### src/rtl/fword_pkg.sv
// fword_pkg: wave codes, multiplier constants and FSM states shared by fword_ctrl.
package fword_pkg;
  localparam logic [1:0] WAVE_SIN = 2'b11;
  localparam logic [1:0] WAVE_SQU = 2'b10;
  localparam logic [1:0] WAVE_TRI = 2'b01;
  localparam logic [1:0] WAVE_SAW = 2'b00;
  localparam logic [22:0] K_SCALE = 23'd5_629_500;
  localparam int MUL_BITS = 20;
  localparam int ACC_W = 43;
  typedef enum logic [1:0] {IDLE, CALC, DONE} state_t;
  function automatic logic [1:0] next_wave(input logic [1:0] w);
    return w == WAVE_SIN ? WAVE_SQU : w == WAVE_SQU ? WAVE_TRI : w == WAVE_TRI ? WAVE_SAW : WAVE_SIN;
  endfunction
endpackage

### src/rtl/fword_ctrl_if.sv
// fword_ctrl_if: raw user keys in, DDS control word and status out.
interface fword_ctrl_if;
  logic        key_wave;
  logic        key_up;
  logic        key_down;
  logic [1:0]  wave_select;
  logic [31:0] freq_word;
  logic [19:0] freq_hz;
  logic        freq_valid;
  logic        busy;
  modport master (input key_wave, key_up, key_down, output wave_select, freq_word, freq_hz, freq_valid, busy);
  modport slave (output key_wave, key_up, key_down, input wave_select, freq_word, freq_hz, freq_valid, busy);
endinterface

### src/rtl/key_filter.sv
// key_filter: synchronizes and debounces one active-low key into a single press pulse.
module key_filter #(
  parameter logic [19:0] CNT_MAX = 20'd999_999
) (
  input  logic clk,
  input  logic rst,
  input  logic key_n_i,
  output logic pulse_o
);
  logic [1:0]  sync_q;
  logic [19:0] cnt_q;
  always_ff @(posedge clk or posedge rst) begin
    if (rst) begin
      sync_q <= 2'b11;
      cnt_q  <= '0;
    end else begin
      sync_q <= {sync_q[0], key_n_i};
      cnt_q  <= sync_q[1] ? '0 : cnt_q == CNT_MAX ? cnt_q : cnt_q + 20'd1;
    end
  end
  // counter parks at CNT_MAX while held, so this matches once per press
  assign pulse_o = cnt_q == CNT_MAX - 20'd1;
endmodule

### src/rtl/fword_ctrl.sv
// fword_ctrl: key-driven wave/frequency control producing the DDS phase-increment word
// via a 20-cycle LSB-first shift-add multiply.
module fword_ctrl
  import fword_pkg::*;
#(
  parameter logic [19:0] CNT_MAX = 20'd999_999,
  parameter int F_MIN  = 100,
  parameter int F_MAX  = 1_000_000,
  parameter int F_STEP = 100,
  parameter int F_INIT = 500
) (
  input logic         sys_clk,
  input logic         sys_rst,
  fword_ctrl_if.master bus
);
  localparam logic [ACC_W-1:0] INIT_PROD = ACC_W'(F_INIT) * ACC_W'(K_SCALE);
  localparam logic [31:0] INIT_WORD = {5'b0, INIT_PROD[ACC_W-1:16]};
  localparam logic [20:0] UP_LIM = 21'(F_MAX - F_STEP);
  localparam logic [20:0] DN_LIM = 21'(F_MIN + F_STEP);
  logic p_wave, p_up, p_down, go_up, go_dn;
  state_t           state_q;
  logic [1:0]       wave_q;
  logic [19:0]      freq_q;
  logic [31:0]      word_q;
  logic             valid_q, busy_q;
  logic [ACC_W-1:0] acc_q;
  logic [4:0]       bit_q;
  key_filter #(.CNT_MAX(CNT_MAX)) u_kw (.clk(sys_clk), .rst(sys_rst), .key_n_i(bus.key_wave), .pulse_o(p_wave));
  key_filter #(.CNT_MAX(CNT_MAX)) u_ku (.clk(sys_clk), .rst(sys_rst), .key_n_i(bus.key_up), .pulse_o(p_up));
  key_filter #(.CNT_MAX(CNT_MAX)) u_kd (.clk(sys_clk), .rst(sys_rst), .key_n_i(bus.key_down), .pulse_o(p_down));
  // simultaneous up and down cancel; out-of-range steps saturate silently
  assign go_up = p_up & ~p_down & ({1'b0, freq_q} <= UP_LIM);
  assign go_dn = p_down & ~p_up & ({1'b0, freq_q} >= DN_LIM);
  always_ff @(posedge sys_clk or posedge sys_rst) begin
    if (sys_rst) begin
      state_q <= IDLE;
      wave_q  <= WAVE_SIN;
      freq_q  <= 20'(F_INIT);
      word_q  <= INIT_WORD;
      valid_q <= 1'b0;
      busy_q  <= 1'b0;
      acc_q   <= '0;
      bit_q   <= '0;
    end else begin
      valid_q <= 1'b0;
      if (p_wave) wave_q <= next_wave(wave_q);
      case (state_q)
        IDLE: if (go_up || go_dn) begin
          freq_q  <= go_up ? freq_q + 20'(F_STEP) : freq_q - 20'(F_STEP);
          acc_q   <= '0;
          bit_q   <= '0;
          busy_q  <= 1'b1;
          state_q <= CALC;
        end
        CALC: begin
          if (freq_q[bit_q]) acc_q <= acc_q + (ACC_W'(K_SCALE) << bit_q);
          bit_q <= bit_q + 5'd1;
          if (bit_q == 5'(MUL_BITS - 1)) state_q <= DONE;
        end
        default: begin
          word_q  <= {5'b0, acc_q[ACC_W-1:16]};
          valid_q <= 1'b1;
          busy_q  <= 1'b0;
          state_q <= IDLE;
        end
      endcase
    end
  end
  assign bus.wave_select = wave_q;
  assign bus.freq_word   = word_q;
  assign bus.freq_hz     = freq_q;
  assign bus.freq_valid  = valid_q;
  assign bus.busy        = busy_q;
endmodule

### src/flat_wrapper.sv
// flat-port wrapper written by rule: the top's interface ports become plain ports
module fword_ctrl_flat import fword_pkg::*;
#(
  parameter logic [19:0] CNT_MAX = 20'd999_999,
  parameter int F_MIN  = 100,
  parameter int F_MAX  = 1_000_000,
  parameter int F_STEP = 100,
  parameter int F_INIT = 500
)
  (sys_clk, sys_rst, bus_key_wave, bus_key_up, bus_key_down, bus_wave_select, bus_freq_word, bus_freq_hz, bus_freq_valid, bus_busy);
  fword_ctrl_if bus_i ();
  input logic sys_clk;
  input logic sys_rst;
  input wire logic [$bits(bus_i.key_wave)-1:0] bus_key_wave;
  input wire logic [$bits(bus_i.key_up)-1:0] bus_key_up;
  input wire logic [$bits(bus_i.key_down)-1:0] bus_key_down;
  output wire logic [$bits(bus_i.wave_select)-1:0] bus_wave_select;
  output wire logic [$bits(bus_i.freq_word)-1:0] bus_freq_word;
  output wire logic [$bits(bus_i.freq_hz)-1:0] bus_freq_hz;
  output wire logic [$bits(bus_i.freq_valid)-1:0] bus_freq_valid;
  output wire logic [$bits(bus_i.busy)-1:0] bus_busy;
  assign bus_i.key_wave = bus_key_wave;
  assign bus_i.key_up = bus_key_up;
  assign bus_i.key_down = bus_key_down;
  assign bus_wave_select = bus_i.wave_select;
  assign bus_freq_word = bus_i.freq_word;
  assign bus_freq_hz = bus_i.freq_hz;
  assign bus_freq_valid = bus_i.freq_valid;
  assign bus_busy = bus_i.busy;
  fword_ctrl #(.CNT_MAX(CNT_MAX), .F_MIN(F_MIN), .F_MAX(F_MAX), .F_STEP(F_STEP), .F_INIT(F_INIT)) u_core (.sys_clk(sys_clk), .sys_rst(sys_rst), .bus(bus_i));
endmodule
### config.mk
export PLATFORM = sky130hd
export DESIGN_NAME = fword_ctrl_flat
export DESIGN_NICKNAME = d
export VERILOG_FILES = /design/src/rtl/fword_pkg.sv /design/src/rtl/fword_ctrl_if.sv /design/src/rtl/key_filter.sv /design/src/rtl/fword_ctrl.sv /design/src/flat_wrapper.sv
export SDC_FILE = /design/constraint.sdc
export NUM_CORES = 1
export LEC_CHECK = 0
export CORE_UTILIZATION = 60
export CTS_CLUSTER_SIZE = 20
export DETAILED_ROUTE_END_ITERATION = 10
export PLACE_DENSITY = 0.82
export SYNTH_ARGS = -nofsm -noshare
export SYNTH_HDL_FRONTEND = slang
export SYNTH_SLANG_ARGS = --single-unit
### constraint.sdc
create_clock -name sys_clk -period 15.4 [get_ports sys_clk]
set_input_delay 3.08 -clock sys_clk [delete_from_list [all_inputs] [get_ports sys_clk]]
set_output_delay 3.08 -clock sys_clk [all_outputs]
set_load 0.02 [all_outputs]
==> impl_metrics.ini <==
[timing]
relSlewSlack = 0.314
setup_viol = 0
worst_clock_skew_ns = 0.0112
fin_ws_ns = 10.57
tightest_slew_ns = 1.03
min_period_over_period = 0.314
finalCriticalPeriod_ns = 4.83
max_freq_ghz = 0.207
fin_setup_tns_ns = 0
drv_slew = 0
rsz0062_at_grt = false
hold_viol = 0

[floorplan]
die_h_um = 137
start_util = 0.611
die_w_um = 137
die_area_um2 = 18800
num_rows = 49
core_um2 = 17900
io_pins = 61

[final_layout]
drive_above_1_share = 0.0923
syn_to_final_growth_pct = 10.5
n_antenna_cell = 0
final_cells = 1508
num-nets-final = 1347
fin_area_um2 = 12100

[hold_path]
worstHoldPathType = flip-flop to flip-flop

[yosys]
avgSynthCellArea_um2 = 8.78
synth_top_cell_area_share = 0.320
ys_seq_area_frac = 0.375
synth_ff_type = dfrtp_1
synth_async_sr_flop_share = 1.00
netlist_instances = 1247
synth_seq_cells = 163
yosys-top-cells-area = dfrtp_1, ha_1, dfstp_2
yosys.area.top_type = dfrtp_1
ys_types = 75
yosys_warnings = 0
synth_edf_count = 0
netlist_area_um2 = 10900

[route]
vias_per_cell = 6.12
wl_per_cell_um = 16.5
drc_errors = 0
routed_wl_um = 24900
antenna_left = 0
drt_iter0_drc = 789
first_pass_iters = 5
via_count = 9234

[job]
maxCapViolCount = 0

[clock_tree]
cts_root_buf = clkbuf_16
cts.clk_slew.worst_paths_ns = 0.07
cts.sinks = 163
clk_latency_ns = 0.44
cts_resized = 0
cts_buffer_depth = 2
htree_num_levels = 4
postCtsSetupBuffers = 0
cts_inserted_buffers = 17
tritoncts = built
hold_buffers = 0

[placement]
place_ws_ns = 10.22
io_buffers = 53
place_inst = 1477
placed_area_um2 = 11500
place.gp.congestion = 0.961
hpwl_um = 17400

[power_and_ir_drop]
power_density_nw_per_um2 = 70.6
vdd_drop_max_uv = 74.2
p_leak_nw = 5.23
p_total_uw = 853

[global_route]
grt_first_pass_wirelength_um = 40600
grt_pass1_vias = 8297
grt_usage = 0.275
grt_overflow = 0
antenna_found_initial = 0
grt_max_degree = 89

[worst_setup_path]
crit_type = flip-flop to flip-flop
required_ns = 15.71
path_max_fanout = 17
path_cells = inv_1 -> ha_1 -> a222oi_1 -> nand2_1 -> o31ai_1 -> ha_1 -> nand2_1 -> o21ai_0 -> a221oi_1 -> nor2_1 -> nor3_1 -> o221ai_1 -> a21oi_1 -> nor4_1 -> or3_1
critical-path-slowest-cell = dfrtp_1
slowest_delay_ns = 0.70
critPathLaunchType = flip-flop
crit_arrival_ns = 5.15
end_kind = flip-flop

[status]
status = complete, no violations
-- metrics by stage --
| step | utilization | hold slack [ns] |
|---|---|---|
| floorplan | - | 0.345 |
| global placement | 0.645 | 0.345 |
| detailed placement | 0.645 | 0.349 |
| CTS | 0.675 | 0.358 |
| global route | 0.675 | 0.362 |
| finish | 0.675 | 0.358 |
-- synth_stat cells (23+ instances only) --
cell type  instances
nand3_1           41
nand4_1           24
dfrtp_1          140
inv_1             41
xnor2_1           38
o21ai_0          104
clkbuf_1          43
dfstp_2           23
nor3_1            29
nor2_1           124
nand2_1          141
a21oi_1           79
ha_1              73
mux2_2            32
xor2_1            58
-- layout by cell type (no fill, tap or decap), types with 5 or more instances in the layout --
master / instances
dfstp_2: 23
a221oi_1: 7
mux2_2: 32
o21bai_1: 9
buf_4: 6
ha_1: 73
nand2_1: 141
nand3_1: 41
o21ai_0: 104
a211oi_1: 18
inv_1: 40
or3_1: 17
nand4_1: 24
clkdlybuf4s50_1: 53
a21oi_1: 79
inv_6: 6
o22ai_1: 6
nor2b_1: 13
xor2_1: 58
conb_1: 7
nor2_1: 124
and3_1: 13
nand2b_1: 7
o31ai_1: 18
nor4_1: 11
or2_2: 6
nor3_1: 29
a21o_1: 18
mux2i_1: 7
a31oi_1: 14
xnor2_1: 38
clkbuf_16: 17
o21a_1: 7
dfrtp_1: 140
and2_1: 5
-- report_power, final --
part	internal, mW	switching [mW]	total (mW)
Combinational	0.00362	0.0121	0.0157
Clock	0.217	0.184	0.401
Sequential	0.432	0.00516	0.437
-- path summary, 6_finish.rpt --
| kind | start | to | slack, ns | depth (start not counted) |
|---|---|---|---|---|
| max | u_core.bit_q[0] | u_core.acc_q[40] | 10.57 | 15 |
| min | u_core.u_kd.sync_q[0] | u_core.u_kd.sync_q[1] | 0.36 | 0 |
| max reg2reg | u_core.bit_q[0] | u_core.acc_q[40] | 10.57 | 15 |
| min reg2reg | u_core.u_kd.sync_q[0] | u_core.u_kd.sync_q[1] | 0.36 | 0 |
| max in group asynchronous | sys_rst | u_core.acc_q[11] | 10.82 | 3 |
| min in group asynchronous | sys_rst | u_core.u_kw.cnt_q[1] | 3.16 | 2 |
-- cell families (layout without fill, tap and decap cells) --
kind of cell,Yosys count,count (layout),synth area share
DFF,163,163,0.375
buffers and inverters,106,132,0.0409
xor gates and xnor gates,96,96,0.0768
adders and majority gates,75,75,0.0871
muxes,42,42,0.0455
AOI/OAI and AO/OA,316,316,0.181
and+or+nand+nor,448,448,0.192
other,1,7,0.000343
-- per-layer routing --
metal / share of wire / track usage
met2: 0.46 / 0.430
met4: 0.021 / 0.101
met5: 0 / 0
met1: 0.46 / 0.391
met3: 0.052 / 0.0326
-- state kept, by name, summed over array words and instances (netlist names) --
name                    flops
u_core.acc_q               41
u_core.bit_q                5
u_core.bus.busy             1
u_core.bus.freq_hz         18
u_core.bus.freq_valid       1
u_core.bus.freq_word       27
u_core.bus.wave_select      2
u_core.state_q              2
u_core.u_kd.cnt_q          20
u_core.u_kd.sync_q          2
u_core.u_ku.cnt_q          20
u_core.u_ku.sync_q          2
u_core.u_kw.cnt_q          20
u_core.u_kw.sync_q          2
-- critical path: cells and delay by family, from the launching register on --
| family | cells | cell delay (ns) |
|---|---|---|
| flops | 1 | 0.70 |
| compound gates | 6 | 1.72 |
| fa+ha+maj | 2 | 0.77 |
| buf+inv | 1 | 0.26 |
| simple gates | 6 | 1.24 |
-- layout make-up --
| cell class | count | area [µm²] |
|---|---|---|
| Inverter | 42 | 163 |
| Timing Repair Buffer | 59 | 576 |
| Sequential cell | 163 | 4110 |
| Fill cell | 1473 | 5810 |
| Tap cell | 229 | 287 |
| Clock buffer | 19 | 453 |
| Multi-Input combinational cell | 984 | 6410 |
| Clock inverter | 12 | 96.3 |
(Power assumes the default switching activity.)
